===== src/rtl/mem_arbiter_if.sv =====
// -----------------------------------------------------------------------------
// mem_arbiter_if
//   Bundles the two master request/response channels and the shared memory
//   port of mem_arbiter.
//
//   Modports:
//     slave  - the arbiter side: takes requests and mem_rd_data, returns
//              acks/read data and drives the mem_* port and busy.
//     master - the opposite side (masters plus memory model), used by
//              whatever instantiates the arbiter.
//
//   Signals (per master mN, N = 0/1):
//     mN_req, mN_addr[AW], mN_wr, mN_byt, mN_wr_data[16]  request fields
//     mN_ack, mN_rd_data[16]                              completion
//   Memory port:
//     mem_addr[AW], mem_wr, mem_byt, mem_wr_data[16]      to mem
//     mem_rd_data[16]                                     from mem
//     busy                                                debug/monitor
// -----------------------------------------------------------------------------
interface mem_arbiter_if #(
    parameter int AW = 16
);
    logic          m0_req;
    logic [AW-1:0] m0_addr;
    logic          m0_wr;
    logic          m0_byt;
    logic [15:0]   m0_wr_data;
    logic          m0_ack;
    logic [15:0]   m0_rd_data;

    logic          m1_req;
    logic [AW-1:0] m1_addr;
    logic          m1_wr;
    logic          m1_byt;
    logic [15:0]   m1_wr_data;
    logic          m1_ack;
    logic [15:0]   m1_rd_data;

    logic [AW-1:0] mem_addr;
    logic          mem_wr;
    logic          mem_byt;
    logic [15:0]   mem_wr_data;
    logic [15:0]   mem_rd_data;

    logic          busy;

    modport slave (
        input  m0_req, m0_addr, m0_wr, m0_byt, m0_wr_data,
        output m0_ack, m0_rd_data,
        input  m1_req, m1_addr, m1_wr, m1_byt, m1_wr_data,
        output m1_ack, m1_rd_data,
        output mem_addr, mem_wr, mem_byt, mem_wr_data,
        input  mem_rd_data,
        output busy
    );

    modport master (
        output m0_req, m0_addr, m0_wr, m0_byt, m0_wr_data,
        input  m0_ack, m0_rd_data,
        output m1_req, m1_addr, m1_wr, m1_byt, m1_wr_data,
        input  m1_ack, m1_rd_data,
        input  mem_addr, mem_wr, mem_byt, mem_wr_data,
        output mem_rd_data,
        input  busy
    );
endinterface


===== src/rtl/mem_arbiter.sv =====
// -----------------------------------------------------------------------------
// mem_arbiter
//   Shares the single 16-bit memory port between the CPU data port (m0) and a
//   secondary bus master (m1) with round-robin fairness. The winning request
//   is registered onto mem_*, held for one ACCESS cycle while the BRAM samples
//   it, and completed in DONE with a one-cycle ack to the owner.
//
//   Ports:
//     clk  - clock
//     rst  - asynchronous, active-high reset
//     bus  - mem_arbiter_if.slave: both master channels, memory port, busy
// -----------------------------------------------------------------------------
module mem_arbiter #(
    parameter int AW = 16
) (
    input  logic          clk,
    input  logic          rst,
    mem_arbiter_if.slave  bus
);

    typedef enum logic [1:0] {
        IDLE   = 2'd0,
        ACCESS = 2'd1,
        DONE   = 2'd2
    } state_t;

    state_t        state_q, state_d;
    logic          grant;          // start a new access at the coming edge
    logic          grant_m1;       // winner of that grant: 0 = m0, 1 = m1
    logic          owner_q;        // master owning the in-flight access
    logic          last_grant_q;   // most recent winner, for round-robin
    logic          op_wr_q;        // in-flight access is a write

    logic [AW-1:0] mem_addr_q;
    logic          mem_wr_q;
    logic          mem_byt_q;
    logic [15:0]   mem_wr_data_q;
    logic          m0_ack_q, m1_ack_q;
    logic [15:0]   m0_hold_q, m1_hold_q;

    // NOTE: sequential state uses non-blocking assignments so every register
    // samples the pre-edge values of the others, independent of block order.
    always_ff @(posedge clk or posedge rst) begin
        if (rst) state_q <= IDLE;
        else     state_q <= state_d;
    end

    // NOTE: every output of this block gets a default first; a path that left
    // one unassigned would infer a latch.
    always_comb begin
        state_d  = state_q;
        grant    = 1'b0;
        grant_m1 = 1'b0;
        case (state_q)
            IDLE: begin
                if (bus.m0_req || bus.m1_req) begin
                    grant    = 1'b1;
                    // On a tie the master that did not win last time goes.
                    grant_m1 = bus.m1_req && (!bus.m0_req || !last_grant_q);
                    state_d  = ACCESS;
                end
            end
            ACCESS: state_d = DONE;
            DONE: begin
                // The owner's req in its ack cycle is still its old request,
                // so only the other master can be granted back-to-back.
                if (!owner_q && bus.m1_req) begin
                    grant    = 1'b1;
                    grant_m1 = 1'b1;
                end else if (owner_q && bus.m0_req) begin
                    grant    = 1'b1;
                    grant_m1 = 1'b0;
                end
                state_d = grant ? ACCESS : IDLE;
            end
            default: state_d = IDLE;
        endcase
    end

    always_ff @(posedge clk or posedge rst) begin
        if (rst) begin
            mem_addr_q    <= '0;
            mem_wr_q      <= 1'b0;
            mem_byt_q     <= 1'b0;
            mem_wr_data_q <= '0;
            owner_q       <= 1'b0;
            last_grant_q  <= 1'b1;      // m0 wins the first tie
            op_wr_q       <= 1'b0;
            m0_ack_q      <= 1'b0;
            m1_ack_q      <= 1'b0;
            m0_hold_q     <= '0;
            m1_hold_q     <= '0;
        end else begin
            if (grant) begin
                mem_addr_q    <= grant_m1 ? bus.m1_addr    : bus.m0_addr;
                mem_wr_q      <= grant_m1 ? bus.m1_wr      : bus.m0_wr;
                mem_byt_q     <= grant_m1 ? bus.m1_byt     : bus.m0_byt;
                mem_wr_data_q <= grant_m1 ? bus.m1_wr_data : bus.m0_wr_data;
                op_wr_q       <= grant_m1 ? bus.m1_wr      : bus.m0_wr;
                owner_q       <= grant_m1;
                last_grant_q  <= grant_m1;
            end else if (state_q == ACCESS) begin
                mem_wr_q <= 1'b0;       // write strobe lasts only for ACCESS
            end

            m0_ack_q <= (state_q == ACCESS) && !owner_q;
            m1_ack_q <= (state_q == ACCESS) &&  owner_q;

            // Keep the last read word so rd_data stays stable after the ack.
            if (state_q == DONE && !op_wr_q) begin
                if (owner_q) m1_hold_q <= bus.mem_rd_data;
                else         m0_hold_q <= bus.mem_rd_data;
            end
        end
    end

    assign bus.mem_addr    = mem_addr_q;
    assign bus.mem_wr      = mem_wr_q;
    assign bus.mem_byt     = mem_byt_q;
    assign bus.mem_wr_data = mem_wr_data_q;
    assign bus.m0_ack      = m0_ack_q;
    assign bus.m1_ack      = m1_ack_q;
    assign bus.busy        = (state_q != IDLE);

    // The BRAM output is itself a register that becomes valid in DONE, so it
    // is forwarded during a read ack; otherwise the held copy is shown.
    assign bus.m0_rd_data = (m0_ack_q && !op_wr_q) ? bus.mem_rd_data : m0_hold_q;
    assign bus.m1_rd_data = (m1_ack_q && !op_wr_q) ? bus.mem_rd_data : m1_hold_q;

endmodule


===== src/flat_wrapper.sv =====
// flat-port wrapper written by rule: the top's interface ports become plain ports
module mem_arbiter_flat 
#(
    parameter int AW = 16
)
  (clk, rst, bus_m0_req, bus_m0_addr, bus_m0_wr, bus_m0_byt, bus_m0_wr_data, bus_m0_ack, bus_m0_rd_data, bus_m1_req, bus_m1_addr, bus_m1_wr, bus_m1_byt, bus_m1_wr_data, bus_m1_ack, bus_m1_rd_data, bus_mem_addr, bus_mem_wr, bus_mem_byt, bus_mem_wr_data, bus_mem_rd_data, bus_busy);
  mem_arbiter_if #(.AW(AW)) bus_i ();
  input  logic clk;
  input  logic rst;
  input wire logic [$bits(bus_i.m0_req)-1:0] bus_m0_req;
  input wire logic [$bits(bus_i.m0_addr)-1:0] bus_m0_addr;
  input wire logic [$bits(bus_i.m0_wr)-1:0] bus_m0_wr;
  input wire logic [$bits(bus_i.m0_byt)-1:0] bus_m0_byt;
  input wire logic [$bits(bus_i.m0_wr_data)-1:0] bus_m0_wr_data;
  output wire logic [$bits(bus_i.m0_ack)-1:0] bus_m0_ack;
  output wire logic [$bits(bus_i.m0_rd_data)-1:0] bus_m0_rd_data;
  input wire logic [$bits(bus_i.m1_req)-1:0] bus_m1_req;
  input wire logic [$bits(bus_i.m1_addr)-1:0] bus_m1_addr;
  input wire logic [$bits(bus_i.m1_wr)-1:0] bus_m1_wr;
  input wire logic [$bits(bus_i.m1_byt)-1:0] bus_m1_byt;
  input wire logic [$bits(bus_i.m1_wr_data)-1:0] bus_m1_wr_data;
  output wire logic [$bits(bus_i.m1_ack)-1:0] bus_m1_ack;
  output wire logic [$bits(bus_i.m1_rd_data)-1:0] bus_m1_rd_data;
  output wire logic [$bits(bus_i.mem_addr)-1:0] bus_mem_addr;
  output wire logic [$bits(bus_i.mem_wr)-1:0] bus_mem_wr;
  output wire logic [$bits(bus_i.mem_byt)-1:0] bus_mem_byt;
  output wire logic [$bits(bus_i.mem_wr_data)-1:0] bus_mem_wr_data;
  input wire logic [$bits(bus_i.mem_rd_data)-1:0] bus_mem_rd_data;
  output wire logic [$bits(bus_i.busy)-1:0] bus_busy;
  assign bus_i.m0_req = bus_m0_req;
  assign bus_i.m0_addr = bus_m0_addr;
  assign bus_i.m0_wr = bus_m0_wr;
  assign bus_i.m0_byt = bus_m0_byt;
  assign bus_i.m0_wr_data = bus_m0_wr_data;
  assign bus_m0_ack = bus_i.m0_ack;
  assign bus_m0_rd_data = bus_i.m0_rd_data;
  assign bus_i.m1_req = bus_m1_req;
  assign bus_i.m1_addr = bus_m1_addr;
  assign bus_i.m1_wr = bus_m1_wr;
  assign bus_i.m1_byt = bus_m1_byt;
  assign bus_i.m1_wr_data = bus_m1_wr_data;
  assign bus_m1_ack = bus_i.m1_ack;
  assign bus_m1_rd_data = bus_i.m1_rd_data;
  assign bus_mem_addr = bus_i.mem_addr;
  assign bus_mem_wr = bus_i.mem_wr;
  assign bus_mem_byt = bus_i.mem_byt;
  assign bus_mem_wr_data = bus_i.mem_wr_data;
  assign bus_i.mem_rd_data = bus_mem_rd_data;
  assign bus_busy = bus_i.busy;
  mem_arbiter #(.AW(AW)) u_core (.clk(clk), .rst(rst), .bus(bus_i));
endmodule

===== config.mk =====
export PLATFORM = sky130hd
export DESIGN_NAME = mem_arbiter_flat
export DESIGN_NICKNAME = d
export VERILOG_FILES = /design/src/rtl/mem_arbiter_if.sv /design/src/rtl/mem_arbiter.sv /design/src/flat_wrapper.sv
export SDC_FILE = /design/constraint.sdc
export NUM_CORES = 1
export LEC_CHECK = 0
export CORE_MARGIN = 4
export CORE_UTILIZATION = 40
export CTS_CLUSTER_DIAMETER = 30
export DETAILED_ROUTE_END_ITERATION = 10
export PLACE_DENSITY = 0.74
export SYNTH_ARGS = -nofsm -noshare
export SYNTH_HDL_FRONTEND = slang
export SYNTH_SLANG_ARGS = --single-unit
export TNS_END_PERCENT = 30

===== constraint.sdc =====
create_clock -name clk -period 7.2 [get_ports clk]
set_input_delay 1.44 -clock clk [delete_from_list [all_inputs] [get_ports clk]]
set_output_delay 1.44 -clock clk [all_outputs]
set_load 0.03 [all_outputs]

# --- After elaboration in Yosys (flattened, before gate mapping) ---
# Index checks and enable logic that the tools add are counted.
# Widths: inputs -> output; s select.
op_classes:
  addsub: 0
  mul: 0
  n_div: 0
  magnitude_cmp: 0
  n_eq_ne: 3
  n_shift: 0
  muxes: 19
  bitwise: 1
  reduce_logical: 19
ops:
  columns: ["operator", "n"]
  rows:
  - ["$mux 16", 4]
  - ["$mux 1", 11]
  - ["$logic_and 1x1->1", 8]
  - ["$pmux 2 s3", 1]
  - ["$logic_not 1->1", 4]
  - ["$pmux 1 s2", 2]
  - ["$reduce_and 2->1", 2]
  - ["$reduce_bool 2->1", 2]
  - ["$eq 2x1->1 const B", 1]
  - ["$eq 2x2->1 const B", 1]
  - ["$logic_not 2->1", 1]
  - ["$logic_or 1x1->1", 2]
  - ["$mux 2", 1]
  - ["$ne 2x1->1 const B", 1]
  - ["$not 1->1", 1]
word_totals:
  ff_bits: 73
  latch_bits: 0
  ramBits: 0
  mem_bits_ro: 0
  out_inout_bits: 69
  mem_count: 0

# --- Depth between registers and ports, before layout ---
# Gate-level depths: netlist of the first run.
depth:
  word_depth: 7
  depth_mapped: 7
  ltp_nobuf: 4

# --- Least setup slack after synthesis of the first run ---
# OpenSTA, ideal clock, no wires.
synth_timing:
  kind: "in2out"
  start: "in bus_mem_rd_data[0]"
  end: "out bus_m0_rd_data[0]"
  t_arrival_ns: 1.772
  t_required_ns: 5.760
  setup_slack_ns: 3.988
  stages: 1
  path_buffers: 0
  path_cell_list: "mux2_2"
synth_between:
  elab_chain_len: 1
synth_lines:
  columns: ["element", "line", "text"]
  rows:
  - ["from (decl)", "flat_wrapper.sv:28", "input wire logic [$bits(bus_i.mem_rd_data)-1:0] bus_mem_rd_data;"]
  - ["$mux 16", "mem_arbiter.sv:127", "assign bus.m0_rd_data = (m0_ack_q && !op_wr_q) ? bus.mem_rd_data : m0_hold_q;"]
  - ["to (decl)", "flat_wrapper.sv:16", "output wire logic [$bits(bus_i.m0_rd_data)-1:0] bus_m0_rd_data;"]
# No other way between the ends.

# --- Worst setup path in the final report of the first run ---
layout_timing:
  start: "in bus_mem_rd_data[9]"
  end: "out bus_m1_rd_data[9]"
layout_between:
  elab_chain_len: 1
layout_lines:
  columns: ["element", "line", "text"]
  rows:
  - ["$mux 16", "mem_arbiter.sv:128", "assign bus.m1_rd_data = (m1_ack_q && !op_wr_q) ? bus.mem_rd_data : m1_hold_q;"]
  - ["to (decl)", "flat_wrapper.sv:23", "output wire logic [$bits(bus_i.m1_rd_data)-1:0] bus_m1_rd_data;"]
# No other way between the ends.

==> qor.txt, run 1 <==
Status: finished, final reports clean
Area leader, netlist: dfrtp_1
Placer Congestion: 0.752
Core ar.: 8340 µm²
Critical Path Sink Type: output pin
Initial antenna violation count: 0
Fmax achieved: 235 MHz
WP data arrival: 2.81 ns
Initial cell density of the core: 41.8%
Crit path depth: 3
Worst Setup EP: bus_m1_rd_data[9]
I/O Buffers: 156
Cells after Synth: 284
Pwr Total: 2.60 mW
Complex-gate fraction of the synthesized area: 6.31%
Synth top area cells: dfrtp_1 52%, mux2_2 14%, mux2i_1 9.8%
CP dominant cell by count: clkdlybuf4s50_1
Tmin final: 4.25 ns
Die Span Y: 101 µm
Post-route insts no fill: 547
Xor/xnor share of the synthesized area: 0%
Measured slew at the worst slew-check pin: 0.897 ns
Share of the synthesized area in the top cell type: 51.6%
Hpwl dp: 6080 µm
Worst Skew: 0.00577 ns
Largest net degree at the start of global routing: 74
FP Rows: 33
R2R depth: 3
Comb power frac: 57.2%
Setup TNS: 0 ns
Max Root-Sink Buffers: 2
Post-synthesis mux area share: 30.4%
DP Cell Count: 531
Global-route wire length before repair: 13600 µm
Pwr dens: 488 nW/µm²
Adder-cell share of the synthesized area: 0%
Synth Area in Simple Gates: 6.81%
DRC Markers: 0
CP max FO: 4
Worst-path clk slew: 0.07 ns
Antenna Violating Nets Remaining: 0
FF-to-FF End: u_core.m0_hold_q[13]
Post-CTS Setup Bufs: 0
Unrepaired setup endpoints after global routing: no
Sequential-to-total area share from yosys stat: 52.4%
R2r setup slk: 5.27 ns
Worst-path cell chain: clkdlybuf4s50_1, mux2_2, clkdlybuf4s50_1
Ys Warns: 0
Clock Sinks: 73
Min-delay worst type: flip-flop to flip-flop
WL final: 8270 µm
Net switching power figure: 1.07 mW
Wire length per cell: 15.1 µm
Clock network power share: 14.8%
CTS tree: yes
Worst hold slack: 0.467 ns
Fin nets: 525
Critical path class: input pin to output pin
Grt total ovfl: 0
# Max-Cap Violations: 0
Drt pass-1 iters: 4
Slew Viols, Final: 0
Fill cells: 674
Die width: 101 µm
Worst r2r src: u_core.owner_q
All-Layer GR Usage: 16.9%
Vias per std cell: 4.80
Syn Nets: 372
Top Ports: 157
CP max stage delay: 0.67 ns
Peak VDD IR: 0.164 mV
Total CTS buffers: 9
Avg Inst Size Synth: 12.3 µm²
Fin area: 5340 µm²
Buffers and inverters on the worst path: 2
Synthesized flop and latch total: 73
Mapped cell area: 3490 µm²
CTS resizes: 0
Critical path's slowest cell: clkdlybuf4s50_1
Final Cycle Share: 59.0%
Worst setup path startpoint: bus_mem_rd_data[9]
Layout cells sized above 1: 15.8%
Leading cell type in the layout, fill and taps excluded: clkdlybuf4s50_1
Clock Root Buffer: clkbuf_8
P&R area growth vs syn: 53.1%
Clk_lat worst skew: 0.33 ns
Most frequent cells in the layout: 156 x clkdlybuf4s50_1, 72 x dfrtp_1, 44 x mux2_2
Worst EP required: 5.76 ns
Worst setup SP type: input pin
Max_slew headroom: 40.2%
Die area: 10300 µm²
Switching Share: 41.2%
Diodes inserted: 0
Final setup viols: 0
H-tree lvl count: 3
Cell-internal power: 1.53 mW
Sequential Power Share: 28.0%
Area post-placement: 5100 µm²
Largest family of logic cells by synthesized area: multiplexers
Hold_buf cts: 0
Leakage: 2.38 nW
Iter 0 DRT Violations: 30
Hold Fails Final Rpt: 0
Synth cell types: 25
Delay-heaviest family, CP: buffers and inverters
Via count: 2628
Vias in the first global route: 2781
## worst min-delay path, stage by stage (launching register included)
cell and delay (ns):
dfstp_2 0.38, nand2_1 0.05, nand2_1 0.05
## state kept, by name (all words and copies together) (netlist names)
name                    cells
u_core.bus.mem_wr           1
u_core.owner_q              1
u_core.state_q              2
u_core.bus.mem_byt          1
u_core.m1_hold_q           16
u_core.last_grant_q         1
u_core.m0_hold_q           16
u_core.bus.m1_ack           1
u_core.op_wr_q              1
u_core.bus.mem_wr_data     16
u_core.bus.m0_ack           1
u_core.bus.mem_addr        16
## final cells by class
class	instances	area, µm²	area share (%)
tap	105	131	2.46
inverter	4	15.0	0.281
clock buffer	11	141	2.65
multi-input combinational	189	1530	28.7
clock inverter	5	103	1.92
timing repair buffer	160	1590	29.8
sequential	73	1830	34.2
## power by group through the flow
stage / Clock (mW) / Combinational, mW / Sequential (mW)
after global routing: 0.413 / 1.59 / 0.762
after detailed placement: 0 / 1.51 / 0.737
after floorplan: 0 / 0.775 / 0.907
after CTS: 0.396 / 1.51 / 0.732
final: 0.385 / 1.49 / 0.730
after global placement: 0 / 1.50 / 0.727
## per-stage QoR
step	worst slack [ns]	utilization [%]
floorplan	3.91	-
global placement	2.95	61.1
CTS	2.94	64.0
detailed placement	2.95	61.1
finish	2.95	64.0
global route	2.88	64.0
## synthesized netlist by cell type, drive strengths merged
cell and number:
nor2b 2, o221ai 1, o21ai 36, o211ai 1, nor2 3, mux2 64
nand3 1, buf 17, and2 1, nand2b 3, a21boi 1, nor3 2
mux2i 34, a221o 1, nand2 38, clkbuf 1, dfrtp 72, inv 4
or2 1, dfstp 1
## cell families (layout without fill, tap and decap cells)
| logic type | Yosys count | after routing |
|---|---|---|
| flip-flops | 73 | 73 |
| buffers and inverters | 22 | 180 |
| multiplexers | 98 | 98 |
| AND/OR/NAND/NOR | 51 | 51 |
| AO/OA/AOI/OAI | 40 | 40 |
## metal layers
metal,global-route usage [%],routed length (µm)
met5,0,0
met4,6.13,86
met3,6.82,946
met2,25.5,3690
met1,22.0,3540
## worst min-delay path by stage
stage               slack [ns]  cells past startpoint                   to           startpoint
finish                    0.47                      2  u_core.last_grant_q  u_core.last_grant_q
global route              0.49                      2  u_core.last_grant_q  u_core.last_grant_q
CTS                       0.47                      2  u_core.last_grant_q  u_core.last_grant_q
detailed placement        0.46                      2  u_core.last_grant_q  u_core.last_grant_q
global placement          0.45                      2  u_core.last_grant_q  u_core.last_grant_q
floorplan                 0.44                      2  u_core.last_grant_q  u_core.last_grant_q
Power figures use the tool's default switching activity.
==> inputs of run 2 (changes only) <==
==> constraint.sdc (replaced) <==
create_clock -name clk -period 4.2 [get_ports clk]
set_input_delay 0.84 -clock clk [delete_from_list [all_inputs] [get_ports clk]]
set_output_delay 0.84 -clock clk [all_outputs]
set_load 0.03 [all_outputs]
==> run 2 against run 1 <==
First-iteration DRC count is 23% lower. Wire length decreased by 1.6%. Power rose by 65%. Sequential cell count stayed put. Sequential share of layout area up 0.46 points. Non-clock buffer count unchanged. Clock power grew 25%. Clock skew increased by 0.0047 ns. Design area shrank 1.3%. Setup slack worse by 2.1 ns. Core utilization decreased by 0.84 points. Clock-buffer cell count is 2 higher.
==> qor.txt, run 2 (synthesis gave the netlist of run 1 again) <==
Status: finished, final reports clean
Placer Congestion: 0.760 (+1.1%)
DRC Markers: 0 (unchanged)
Initial antenna violation count: 0 (unchanged)
Crit path depth: 3 (unchanged)
Most frequent cells in the layout: 156 x clkdlybuf4s50_1, 72 x dfrtp_1, 44 x mux2_2
Total CTS buffers: 9 (unchanged)
Buffers and inverters on the worst path: 1 (-1)
Grt total ovfl: 0 (unchanged)
Hold_buf cts: 0 (unchanged)
Via count: 2593 (-1.3%)
Clk_lat worst skew: 0.33 ns (about the same)
Critical path's slowest cell: nand2b_1
DP Cell Count: 531 (unchanged)
All-Layer GR Usage: 16.1% (-0.81 points)
H-tree lvl count: 3 (unchanged)
Largest net degree at the start of global routing: 74 (unchanged)
Vias per std cell: 4.74 (-1.3%)
Worst-path cell chain: nand2b_1, mux2_2, clkdlybuf4s50_1
Min-delay worst type: flip-flop to flip-flop
Clock Sinks: 73 (unchanged)
CP max FO: 16 (+12)
Drt pass-1 iters: 3 (-1)
Worst setup SP type: flip-flop
R2r setup slk: 2.28 ns (-2.99 ns)
Most used routing layer: met2
Post-CTS Setup Bufs: 0 (unchanged)
Iter 0 DRT Violations: 23 (-23%)
Hold Fails Final Rpt: 0 (unchanged)
Core ar.: 8340 µm² (unchanged)
Fin area: 5270 µm² (-1.3%)
Worst Hold Depth: 2 (unchanged)
Fmax achieved: 300 MHz
Die area: 10300 µm² (unchanged)
Die width: 101 µm (unchanged)
WP data arrival: 2.49 ns (-0.32 ns)
Leading cell type in the layout, fill and taps excluded: clkdlybuf4s50_1
Worst hold slack: 0.472 ns (+0.00496 ns)
Grt met1 use: 19.0% (-3.0 points)
FP Rows: 33 (unchanged)
Setup TNS: 0 ns (unchanged)
Max Root-Sink Buffers: 2 (unchanged)
Vias in the first global route: 2717 (-2.3%)
Global-route wire length before repair: 12900 µm (-5.2%)
Unrepaired setup endpoints after global routing: no
Final Cycle Share: 79.3%
Pwr Total: 4.29 mW (+65%)
R2R depth: 3 (unchanged)
Peak VDD IR: 0.335 mV (+100%)
Hpwl dp: 6170 µm (+1.4%)
Area post-placement: 5100 µm² (unchanged)
I/O Buffers: 156 (unchanged)
Worst-path clk slew: 0.07 ns (about the same)
Critical Path Sink Type: output pin
Delay-heaviest family, CP: simple AND/OR/NAND/NOR gates
Fin nets: 525 (unchanged)
CP max stage delay: 0.67 ns (about the same)
Slew Viols, Final: 0 (unchanged)
Diodes inserted: 0 (unchanged)
Initial cell density of the core: 41.8% (unchanged)
Met3 Use GR: 6.68% (-0.14 points)
Worst Skew: 0.0104 ns (+0.00466 ns)
Final setup viols: 0 (unchanged)
Clock Root Buffer: clkbuf_8
Tmin final: 3.33 ns
Max_slew headroom: 41.2% (+0.99 points)
WL final: 8140 µm (-1.6%)
Layout cells sized above 1: 15.6% (-0.23 points)
Post-route insts no fill: 547 (unchanged)
Die Span Y: 101 µm (unchanged)
Top Ports: 157 (unchanged)
Worst EP required: 3.36 ns (-2.40 ns)
GR met2 Demand/Resource: 26.6% (+1.2 points)
Critical path class: flip-flop to output pin
CTS resizes: 0 (unchanged)
Antenna Violating Nets Remaining: 0 (unchanged)
# Max-Cap Violations: 0 (unchanged)
CTS tree: yes
Measured slew at the worst slew-check pin: 0.882 ns (-0.0148 ns)
P&R area growth vs syn: 51.1%
Pwr dens: 813 nW/µm² (+67%)
Wire length per cell: 14.9 µm (-1.6%)
Leakage: 2.35 nW (-1.1%)
==> run 2: stage by stage <==
step / setup WS [ns] / utilization [%]
CTS: 0.805 / 63.2
finish: 0.869 / 63.2
global placement: 1.14 / 61.1
detailed placement: 1.13 / 61.1
floorplan: 1.51 / -
global route: 0.698 / 63.2
==> run 2: report_power, final <==
part	switching, mW	internal [mW]	leakage [nW]
registers	0.202	1.06	0.888
clock network	0.236	0.245	0.0932
logic	1.39	1.16	1.37
total	1.82	2.46	2.35
==> run 2: path summary, 6_finish.rpt <==
check,end,from
max in group asynchronous,u_core.m1_hold_q[12],rst
min in group asynchronous,u_core.bus.mem_addr[14],rst
max reg2reg,u_core.m0_hold_q[13],u_core.owner_q
min reg2reg,u_core.last_grant_q,u_core.last_grant_q
max,bus_m1_rd_data[10],u_core.op_wr_q
min,u_core.last_grant_q,u_core.last_grant_q
==> run 2: layout make-up <==
type | instances | area [µm²]
well taps | 105 | 131
repair buffers | 160 | 1590
flip-flops and latches | 73 | 1830
clock inverters | 3 | 15.0
multi-input cells | 189 | 1530
inverters | 4 | 15.0
fillers | 693 | 3070
clock buffers | 13 | 159
==> run 2: worst min-delay path, cell delays in order, from the launching register on <==
cell and delay, ns:
dfstp_2 0.38, nand2_1 0.05, nand2_1 0.04
==> run 2: routing by layer <==
metal	part of all wire, %	vias up
li1	-	1296
met1	41	1177
met2	46	113
met3	12	7
met4	0.92	0
met5	0	-
